## src/rtl/tracker_occupancy_mon_pkg.sv

```systemverilog
// Shared types and helpers for the tracker occupancy monitor.
// Channel FSM states and occupancy width derivation.
package tracker_occupancy_mon_pkg;

  typedef enum logic [1:0] {
    IDLE,
    PEND,
    ALARM
  } trk_state_e;

  function automatic int occ_width(input int entries);
    return $clog2(entries + 1);
  endfunction

endpackage

```

## src/rtl/tracker_occ_chan.sv

```systemverilog
// One tracker channel: popcount, high-water mark,
// saturating full counter and debounced alarm FSM.
module tracker_occ_chan
  import tracker_occupancy_mon_pkg::*;
#(
  parameter int ENTRIES  = 128,
  parameter int DEBOUNCE = 4,
  parameter int CNT_W    = 16,
  localparam int OCC_W   = occ_width(ENTRIES)
) (
  input  logic               clk,
  input  logic               resetn,
  input  logic [ENTRIES-1:0] valid_i,
  input  logic [OCC_W-1:0]   hi_i,
  input  logic [OCC_W-1:0]   lo_i,
  input  logic               clear_i,
  output logic [OCC_W-1:0]   occ_o,
  output logic [OCC_W-1:0]   peak_o,
  output logic [CNT_W-1:0]   full_o,
  output logic               alarm_o
);

  localparam int P = 1 << $clog2(ENTRIES);
  localparam logic [OCC_W-1:0] FULL = OCC_W'(ENTRIES);
  localparam logic [7:0] DB = 8'(DEBOUNCE);

  // Heap-ordered balanced tree: leaves at P.., root at 1.
  function automatic logic [OCC_W-1:0] popcount(
    input logic [ENTRIES-1:0] v
  );
    logic [OCC_W-1:0] node [2*P];
    for (int i = 0; i < 2*P; i++) node[i] = '0;
    for (int i = 0; i < ENTRIES; i++)
      node[P+i] = OCC_W'(v[i]);
    for (int i = P-1; i >= 1; i--)
      node[i] = node[2*i] + node[2*i+1];
    return node[1];
  endfunction

  logic [OCC_W-1:0] occ_q;
  logic [OCC_W-1:0] peak_q;
  logic [CNT_W-1:0] full_q;
  logic [7:0]       dbc_q;
  trk_state_e       state_q;

  always_ff @(posedge clk or negedge resetn) begin
    if (!resetn) begin
      occ_q   <= '0;
      peak_q  <= '0;
      full_q  <= '0;
      dbc_q   <= '0;
      state_q <= IDLE;
    end else begin
      occ_q <= popcount(valid_i);
      if (clear_i) begin
        peak_q  <= occ_q;
        full_q  <= '0;
        dbc_q   <= '0;
        state_q <= IDLE;
      end else begin
        if (occ_q > peak_q)
          peak_q <= occ_q;
        if (occ_q == FULL && full_q != '1)
          full_q <= full_q + CNT_W'(1);
        case (state_q)
          IDLE: if (occ_q >= hi_i) begin
            state_q <= (DEBOUNCE == 1) ? ALARM : PEND;
            dbc_q   <= 8'd1;
          end
          PEND: if (occ_q < hi_i) begin
            state_q <= IDLE;
            dbc_q   <= '0;
          end else if (dbc_q == DB) begin
            state_q <= ALARM;
          end else begin
            dbc_q <= dbc_q + 8'd1;
          end
          ALARM: if (occ_q <= lo_i) begin
            state_q <= IDLE;
            dbc_q   <= '0;
          end
          default: state_q <= IDLE;
        endcase
      end
    end
  end

  assign occ_o   = occ_q;
  assign peak_o  = peak_q;
  assign full_o  = full_q;
  assign alarm_o = (state_q == ALARM);

endmodule

```

## src/rtl/tracker_occupancy_mon.sv

```systemverilog
// Tracker occupancy monitor top: slices the flat buses
// into per-channel monitors and ORs their alarms.
module tracker_occupancy_mon
  import tracker_occupancy_mon_pkg::*;
#(
  parameter int N_CH     = 2,
  parameter int ENTRIES  = 128,
  parameter int DEBOUNCE = 4,
  parameter int CNT_W    = 16,
  localparam int OCC_W   = occ_width(ENTRIES)
) (
  input  logic                    clk,
  input  logic                    resetn,
  input  logic [N_CH*ENTRIES-1:0] validvec,
  input  logic [N_CH*OCC_W-1:0]   hi_thresh,
  input  logic [N_CH*OCC_W-1:0]   lo_thresh,
  input  logic                    clear,
  output logic [N_CH*OCC_W-1:0]   occ,
  output logic [N_CH*OCC_W-1:0]   peak,
  output logic [N_CH*CNT_W-1:0]   full_cycles,
  output logic [N_CH-1:0]         alarm,
  output logic                    alarm_any
);

  for (genvar c = 0; c < N_CH; c++) begin : g_ch
    tracker_occ_chan #(
      .ENTRIES (ENTRIES),
      .DEBOUNCE(DEBOUNCE),
      .CNT_W   (CNT_W)
    ) u_chan (
      .clk    (clk),
      .resetn (resetn),
      .valid_i(validvec[c*ENTRIES +: ENTRIES]),
      .hi_i   (hi_thresh[c*OCC_W +: OCC_W]),
      .lo_i   (lo_thresh[c*OCC_W +: OCC_W]),
      .clear_i(clear),
      .occ_o  (occ[c*OCC_W +: OCC_W]),
      .peak_o (peak[c*OCC_W +: OCC_W]),
      .full_o (full_cycles[c*CNT_W +: CNT_W]),
      .alarm_o(alarm[c])
    );
  end

  assign alarm_any = |alarm;

endmodule

```

## config.mk

```make
export PLATFORM = sky130hd
export DESIGN_NAME = tracker_occupancy_mon
export DESIGN_NICKNAME = d
export VERILOG_FILES = /design/src/rtl/tracker_occupancy_mon_pkg.sv /design/src/rtl/tracker_occ_chan.sv /design/src/rtl/tracker_occupancy_mon.sv
export SDC_FILE = /design/constraint.sdc
export NUM_CORES = 1
export LEC_CHECK = 0
export ABC_AREA = 0
export CAP_MARGIN = 25
export CORE_AREA = 4 4 156 158
export CTS_BUF_LIST = sky130_fd_sc_hd__clkbuf_16
export DETAILED_ROUTE_END_ITERATION = 10
export DIE_AREA = 0 0 160 162
export HOLD_SLACK_MARGIN = 0.06
export PLACE_DENSITY = 0.95
export SLEW_MARGIN = 25
export SYNTH_ARGS = -nofsm -noshare
export SYNTH_HDL_FRONTEND = slang
export SYNTH_HIERARCHICAL = 1
export SYNTH_SLANG_ARGS = --single-unit
```

## constraint.sdc

```tcl
create_clock -name clk -period 3 [get_ports clk]
set_input_delay 0.45 -clock clk [delete_from_list [all_inputs] [get_ports clk]]
set_output_delay 0.45 -clock clk [all_outputs]
set_load 0.02 [all_outputs]
```

; ---- Yosys cells after proc, flatten, opt, wreduce, memory -nomap -nowiden
; Cells that the tools add are included.
[word_totals]
memories = 0
wordCells = 341
in_bits = 291
romBits = 0
latch_bits = 0
reg_bits = 84
ramBits = 0
[classes]
multipliers = 0
eq_ne = 18
div = 0
order_cmp = 8
bitwise_logic = 0
n_addsub = 258
n_mux = 32
reduce_logical = 15
shifts = 0
[op_table]
columns = op, n
row1 = adder 8 bit, 126
row2 = adder 1 x 1 -> 2 bit, 128
row3 = 2-to-1 mux 8 bit, 14
row4 = 2-to-1 mux 16 bit, 4
row5 = case mux 8 bit (3 select lines), 2
row6 = adder 16 x 1 -> 16 bit (second input constant), 2
row7 = inequality test 16 bit (second input constant), 2
row8 = 2-to-1 mux 2 bit, 10
row9 = adder 8 x 1 -> 8 bit (second input constant), 2
row10 = == test 8 x 3 -> 1 bit (second input constant), 2
row11 = == test 8 bit (second input constant), 2
row12 = greater-or-equal comparator 8 bit, 2
row13 = greater-than comparator 8 bit, 2
row14 = less-or-equal comparator 8 bit, 2
row15 = < comparator 8 bit, 2
row16 = case mux 2 bit (3 select lines), 2
row17 = inequality test 4 x 2 -> 1 bit (second input constant), 2
row18 = inequality test 4 x 3 -> 1 bit (second input constant), 2
row19 = AND reduction 4 bit, 2
row20 = nonzero test 2 bit, 4
row21 = nonzero test 4 bit, 2
row22 = inequality test 3 x 2 -> 1 bit (second input constant), 2
row23 = inequality test 3 bit (second input constant), 2
row24 = AND reduction 3 bit, 2
row25 = other kinds (5), 9

; ---- Logic depth before layout (Yosys ltp)
; Gate-level depths: netlist of run 1.
[logic_depth]
word_depth = 7
depth_mapped = 25

; ---- Modules after synthesis
; Netlist of run 1, hierarchy kept.
[modules_own_cells]
columns = module, area_per_inst_um2, seq_area_each_um2, instances, cells_each
row1 = tracker_occ_chan at g_ch[0].u_chan, 6154.7, 1051.0, 1, 638
row2 = tracker_occ_chan at g_ch[1].u_chan, 6050.8, 1051.0, 1, 609
row3 = tracker_occupancy_mon, 6.3, 0.0, 1, 1

; ---- Least setup slack after synthesis of run 1
; No wires, ideal clock.
[synth_path]
path_kind = input to register
startpoint = input validvec[181]
endpoint = register g_ch[1].u_chan.occ_q[6]
path_buffers = 0
path_stages = 23
arrival_time_ps = 6846
setup_slack_ps = -3926
cell_sequence = fa_1 > inv_1 > fa_1 > inv_1 > fa_1 > fa_1 > inv_1 > fa_1 > fa_1 > inv_1 > fa_1 > fa_1 > inv_1 > fa_1 > fa_1 > inv_1 > fa_1 > a21oi_1 > nor2_1 > nor2_1 > o21bai_1 > a21oi_1 > xnor2_1
[synth_via]
elab_chain_cells = 7
[synth_rtl]
columns = element, line
row1 = from (decl), tracker_occupancy_mon.sv:14  ; input logic [N_CH*ENTRIES-1:0] validvec,
row2 = adder 1 x 1 -> 2 bit, tracker_occ_chan.sv:36  ; node[i] = node[2*i] + node[2*i+1];
row3 = adder 8 bit (6 in a row), tracker_occ_chan.sv:36
row4 = to (signal assigned), tracker_occ_chan.sv:54  ; occ_q <= popcount(valid_i);
row5 = to (decl), tracker_occ_chan.sv:40  ; logic [OCC_W-1:0] occ_q;
; No other way between the ends.
; A chain may end at the register's enable or synchronous reset.

; ---- Worst setup path after layout of run 1
[layout_path]
startpoint = input validvec[25]
endpoint = register g_ch[0].u_chan.occ_q[6]
[layout_via]
elab_chain_cells = 7
[layout_rtl]
columns = element, line
row1 = adder 1 x 1 -> 2 bit, tracker_occ_chan.sv:36
row2 = adder 8 bit (6 in a row), tracker_occ_chan.sv:36
row3 = to (signal assigned), tracker_occ_chan.sv:54
row4 = to (decl), tracker_occ_chan.sv:40
; No other way between the ends.

==> run metrics, run 1 <==
pin count of the biggest net entering global routing=85; Yosys top cell area share=between 30% and 40%; startpoint types=primary input; Mapped Nets=approximately 1900; starting density of the core=between 50% and 60%; Distinct cells, synth=62; Clock Latency Late Sink=around 340 ps; Post-synth EDFFs=0; filler cell count=1543; vias per cell=around 5.2; fraction of final layout cells sized beyond drive strength 1=~17%; Area Growth Syn to Fin=35.39%; post-DP HPWL=~30000 um; initial antenna violation count=1; Die ar.=roughly 0.026 mm2; Pins Over Slew Limit=0; routed vias=~10000; Detail Route Antenna Nets=0; share of synthesized flip-flops with an asynchronous set or reset=100.0%; Tcrit/Tclk final=229.4%; Achievable Freq=around 0.15 GHz; grt ovf=0; setup ws final=-3882 ps; Setup Viol. Count Final=16; cell with the most instances after synthesis=inv_1; CORE AREA=between 0.02 and 0.025 mm2; critical path peak fanout=2; Max clock buf depth=2; Period minus WS final=roughly 7000 ps; Max Cap Viol=0; clock-pin transition on the worst setup and hold timing paths=approximately 60 ps; Initial DRC Count=approximately 470; DIE HEIGHT=between 150 and 200 um; 1st-pass router iterations=4; Hold Crit Class=primary input to async pin; DR DRC count=0; cell taking the most area after synthesis=fa_1; outcome=complete, but fails checks; Root Driver=clkbuf_16; max_slew headroom=a little under two fifths; failing checks=negative setup slack; most frequent cells after synthesis=439 x inv_1, 230 x fa_1, 112 x ha_1, 84 x dfrtp_1, 55 x nor2_1; largest cells by area after synthesis=fa_1 38%, dfrtp_1 17%, inv_1 13%; RSZ-0062 raised after global routing=yes; YS warnings=6; Routed WL per cell=roughly 18 um; port bufs=357; data required time of the worst path=~3200 ps; Mapped Area=between 0.01 and 0.015 mm2; first-pass GRT wire length=55140 um; CTS tree=done; Hold Vio Cnt, Final=0; # nets final=roughly 2300; Cells after Synth=1248; H-tree levels=3; Clock Skews=9.445 ps; Setup CP Type=primary input to flop; Cell Rows=56; boundary pin count=around 360; CTS Sinks=84; vias in the first global route=between 10000 and 15000; crit path DAT=7100 ps; post-synthesis area per instance=9.785 um2; Hold WS=~140 ps; worst-margin pin slew=just over 900 ps; GPL Wtd Cong=between 0.9 and 1; Critical Path End Type=flop; Die X=about 160 um; final WL=34350 um; Primary FF master, synth=dfrtp_1; sequential area share after synthesis=between 15 and 20%; CTS buffer count=9; Yosys reg bits=between 80 and 90; GRT Total Usage=about a quarter
layout by cell type (no fill, tap or decap), types with 18 or more instances in the layout:
cell type        synthesis  routed
a21oi_1                 33      26
buf_2                    3      23
buf_4                    0      18
clkbuf_2                 0      24
clkdlybuf4s15_1          0      20
clkdlybuf4s50_1          0     229
dfrtp_1                 84      84
dlygate4sd2_1            0      49
fa_1                   230     198
fa_2                     0      32
ha_1                   112     109
inv_1                  439     342
inv_2                    0      97
nand2_1                 34      34
nand4_1                 19      19
nor2_1                  55      54
xnor2_1                 23      19
per-layer routing:
layer | up-vias | track usage (%) | share of wire, %
met2 | 366 | 52.08 | 56
met4 | 0 | 14.55 | 6.4
met5 | - | 0 | 0
met3 | 144 | 4.669 | 4.8
met1 | 4887 | 26.27 | 33
li1 | 4537 | - | -
worst paths after layout:
path | startpoint | end | slack (ps) | depth (start not counted)
setup / recovery | validvec[25] | g_ch[0].u_chan/occ_o[6] | -3880 | 24
hold / removal | resetn | g_ch[0].u_chan/dbc_q[4] | 140 | 1
setup reg to reg | g_ch[1].u_chan/occ_o[1] | g_ch[1].u_chan/peak_o[1] | 490 | 7
hold reg to reg | g_ch[0].u_chan/dbc_q[7] | g_ch[0].u_chan/dbc_q[7] | 550 | 1
max in group asynchronous | resetn | g_ch[1].u_chan/dbc_q[7] | 2300 | 1
min in group clk | clear | g_ch[0].u_chan/full_o[14] | 520 | 2
critical path, cell delays in order:
cell	delay [ps]
dlygate4sd2_1	240
inv_2	100
fa_2	490
fa_1	520
inv_2	50
fa_1	510
inv_2	50
fa_2	550
fa_2	470
fa_2	580
fa_1	440
fa_1	480
fa_1	510
fa_1	420
inv_2	80
ha_4	130
inv_2	40
fa_2	360
nor2b_4	120
o21ai_2	70
a21oi_2	160
o21a_1	130
nor2_1	40
xnor2_1	120
cell type report:
class / instances / area, um2 / area share (%)
multi-input combinational: 717 / 8625 / 52.16
timing repair buffer: 380 / 3492 / 21.12
sequential: 84 / 2102 / 12.71
clock inverter: 7 / 76.32 / 0.4616
tap: 290 / 362.8 / 2.195
clock buffer: 9 / 225.2 / 1.362
antenna: 1 / 2.502 / 0.01514
inverter: 439 / 1648 / 9.967
per-stage QoR:
| stage | TNS (ps) | area, um2 | utilization, % | instances | worst slack [ps] |
|---|---|---|---|---|---|
| 2_1_floorplan | -54420 | 12260 | - | 1248 | -3726 |
| 5_1_grt | -59470 | 16530 | 71.50 | 1927 | -4079 |
| 4_1_cts | -56580 | 16500 | 71.36 | 1925 | -3843 |
| 6_report | -57130 | 16530 | 71.50 | 1927 | -3882 |
| 3_5_place_dp | -67460 | 16300 | 70.48 | 1904 | -4600 |
| 3_3_place_gp | -64140 | 16290 | 70.46 | 1904 | -4313 |
sequential cells by signal, summed over array words and instances, names as in the netlist:
signal and flops:
g_ch.u_chan/state_q 4, g_ch.u_chan/peak_o 16, g_ch.u_chan/occ_o 16, g_ch.u_chan/dbc_q 16, g_ch.u_chan/full_o 32
logic make-up (layout without fill, tap and decap cells):
family	count (synthesis)	count (layout)	synth area share [%]
other	0	1	0
buffers and inverters	447	835	13.77
AND/OR/NAND/NOR	204	204	9.150
XOR/XNOR	33	33	2.367
flip-flops	84	84	17.21
multiplexers	11	11	0.9836
AO/OA/AOI/OAI	127	127	7.336
adder cells (fa/ha/maj)	342	342	49.18
what timing repair did:
item	in CTS	in global routing
setup endpoints to repair	16	16
pin swaps	77	51
cloned	0	0
hold buffers	0	0
resized for setup	314	117
buffers inserted	5	6
Power of run 1 is left out: the tool's default activity adds up to more than one toggle a clock period on the data nets, which glitch-free logic cannot reach.
==> inputs of run 2 (changes only) <==
--- a/config.mk
+++ b/config.mk
@@ -7,12 +7,13 @@
 export LEC_CHECK = 0
 export ABC_AREA = 0
 export CAP_MARGIN = 25
-export CORE_AREA = 4 4 156 158
+export CORE_AREA = 4 4 148 150
 export CTS_BUF_LIST = sky130_fd_sc_hd__clkbuf_16
 export DETAILED_ROUTE_END_ITERATION = 10
-export DIE_AREA = 0 0 160 162
+export DIE_AREA = 0 0 152 154
+export DONT_BUFFER_PORTS = 1
 export HOLD_SLACK_MARGIN = 0.06
-export PLACE_DENSITY = 0.95
+export PLACE_DENSITY = 0.86
 export SLEW_MARGIN = 25
 export SYNTH_ARGS = -nofsm -noshare
 export SYNTH_HDL_FRONTEND = slang
==> run metrics, run 2 (same netlist as run 1, synthesis figures left out) <==
Critical Path End Type=flop; Die ar.=roughly 0.023 mm2; Setup CP Type=primary input to flop; vias in the first global route=9563; met2 Track Usage GR=~45%; outcome=complete, but fails checks; initial antenna violation count=4; startpoint types=primary input; Tcrit/Tclk final=224.4%; CTS tree=done; fraction of final layout cells sized beyond drive strength 1=between 10% and 20%; vias per cell=approximately 5.4; final std cell area, no fill=between 0.01 and 0.015 mm2; CTS buffer count=9; area post-placement=0.01267 mm2; WP buf/inv=6; # nets final=about 1900; slowest CP cell=fa_2; Hold Vio Cnt, Final=0; pin count of the biggest net entering global routing=85; Slowest Stage Delay on Critical Path=approximately 580 ps; routed vias=around 8400; Clock Latency Late Sink=330 ps; grt ovf=0; Routed WL per cell=18.55 um; Achievable Freq=~0.15 GHz; port bufs=0; crit path DAT=approximately 7000 ps; Period minus WS final=slightly below 7000 ps; crit path cell chain=inv_8 > fa_1 > inv_1 > fa_2 > inv_2 > fa_1 > inv_2 > fa_2 > inv_2 > fa_2 > fa_2 > fa_2 > fa_1 > fa_2 > fa_2 > inv_2 > ha_4 > fa_2 > a21oi_2 > nor2_1 > nor2_2 > o21bai_1 > a21oi_1 > xnor2_1; Crit path top cell by count=fa_2; Root Driver=clkbuf_16; number of flip-flops in the largest register=32; Max Cap Viol=0; Pins Over Slew Limit=0; final WL=28900 um; GPL Wtd Cong=between 0.8 and 0.9; GRT met1 Usage=28.09%; Max clock buf depth=2; max_slew headroom=50.24%; data required time of the worst path=3250 ps; commonest non-fill, non-tap cell in the layout=inv_1; GRT Total Usage=between 20% and 30%; delay-heaviest family, CP=adder cells; Area Growth Syn to Fin=8.013%; Detail Route Antenna Nets=0; setup ws final=-3733 ps; CTS Sinks=84; Clock Skews=between 8 and 9 ps; H-tree levels=3; DR DRC count=0; GRT Max-Usage Layer=met2; Cell Rows=53; met3 usage=approximately 4.8%; Die X=roughly 150 um; Initial DRC Count=~420; Setup Viol. Count Final=16; first-pass GRT wire length=around 47000 um; post-DP HPWL=~25000 um; boundary pin count=358; failing checks=negative setup slack; Placed Cells=about 1500; worst-margin pin slew=740.2 ps; CORE AREA=0.02069 mm2; DIE HEIGHT=roughly 150 um; critical path peak fanout=2; most frequent cells in the layout=396 x inv_1, 204 x fa_1, 109 x ha_1, 84 x dfrtp_1, 53 x nor2_1; final std cells w/o fill=1558; 1st-pass router iterations=4; Hold Crit Class=primary input to flop; starting density of the core=between 50% and 60%; RSZ-0062 raised after global routing=yes; clock-pin transition on the worst setup and hold timing paths=approximately 60 ps
run 2: cell count changes in the layout (fill, tap and decap cells not counted), sizes merged:
cell	before	now
diode	1	4
dlygate4sd2	49	0
clkdlybuf4s15	24	0
dlygate4sd3	0	1
clkinv	3	2
clkinvlp	0	2
buf	54	22
inv	443	442
clkbuf	33	9
clkdlybuf4s50	229	0
run 2: what timing repair did:
action	4_1_cts	5_1_grt
endpoints found under the hold margin	84	0
gates resized for setup	39	45
hold buffers	2	0
setup buffers	6	8
pin swaps	27	33
endpoints found under the setup margin	16	16
run 2: layout make-up:
cell class | count | area [um2]
Fill cell | 1600 | 7500
Antenna cell | 4 | 10.01
Timing Repair Buffer | 23 | 217.7
Sequential cell | 84 | 2102
Multi-Input combinational cell | 717 | 8588
Clock buffer | 9 | 225.2
Inverter | 439 | 1658
Clock inverter | 7 | 45.04
Tap cell | 275 | 344.1
run 2: per-layer routing:
metal / vias to the layer above / wire length, um
met5: - / 0
met2: 334 / 15710
met1: 4128 / 10300
li1: 3828 / -
met3: 78 / 1610
met4: 0 / 1276
run 2: per-stage QoR:
step                hold WS (ps)  worst slack [ps]  TNS (ps)  utilization [%]
floorplan                  154.4             -3726    -54420                -
global placement           157.7             -3892    -56950            61.25
detailed placement         157.5             -4056    -58840            61.25
CTS                        162.5             -3654    -53050            63.27
global route               157.1             -3948    -56680            63.75
finish                     179.0             -3733    -54290            63.75
run 2: final timing paths:
kind,from,endpoint,slack [ps],cells past startpoint
min reg2reg,g_ch[0].u_chan/dbc_q[7],g_ch[0].u_chan/dbc_q[7],550,1
max reg2reg,g_ch[0].u_chan/occ_o[5],g_ch[0].u_chan/dbc_q[5],440,7
min in group asynchronous,resetn,g_ch[0].u_chan/dbc_q[7],710,2
max,validvec[163],g_ch[1].u_chan/occ_o[6],-3730,24
min,clear,g_ch[0].u_chan/full_o[14],180,1
max in group asynchronous,resetn,g_ch[1].u_chan/dbc_q[6],1930,2
Power of run 2 is left out for the same reason.
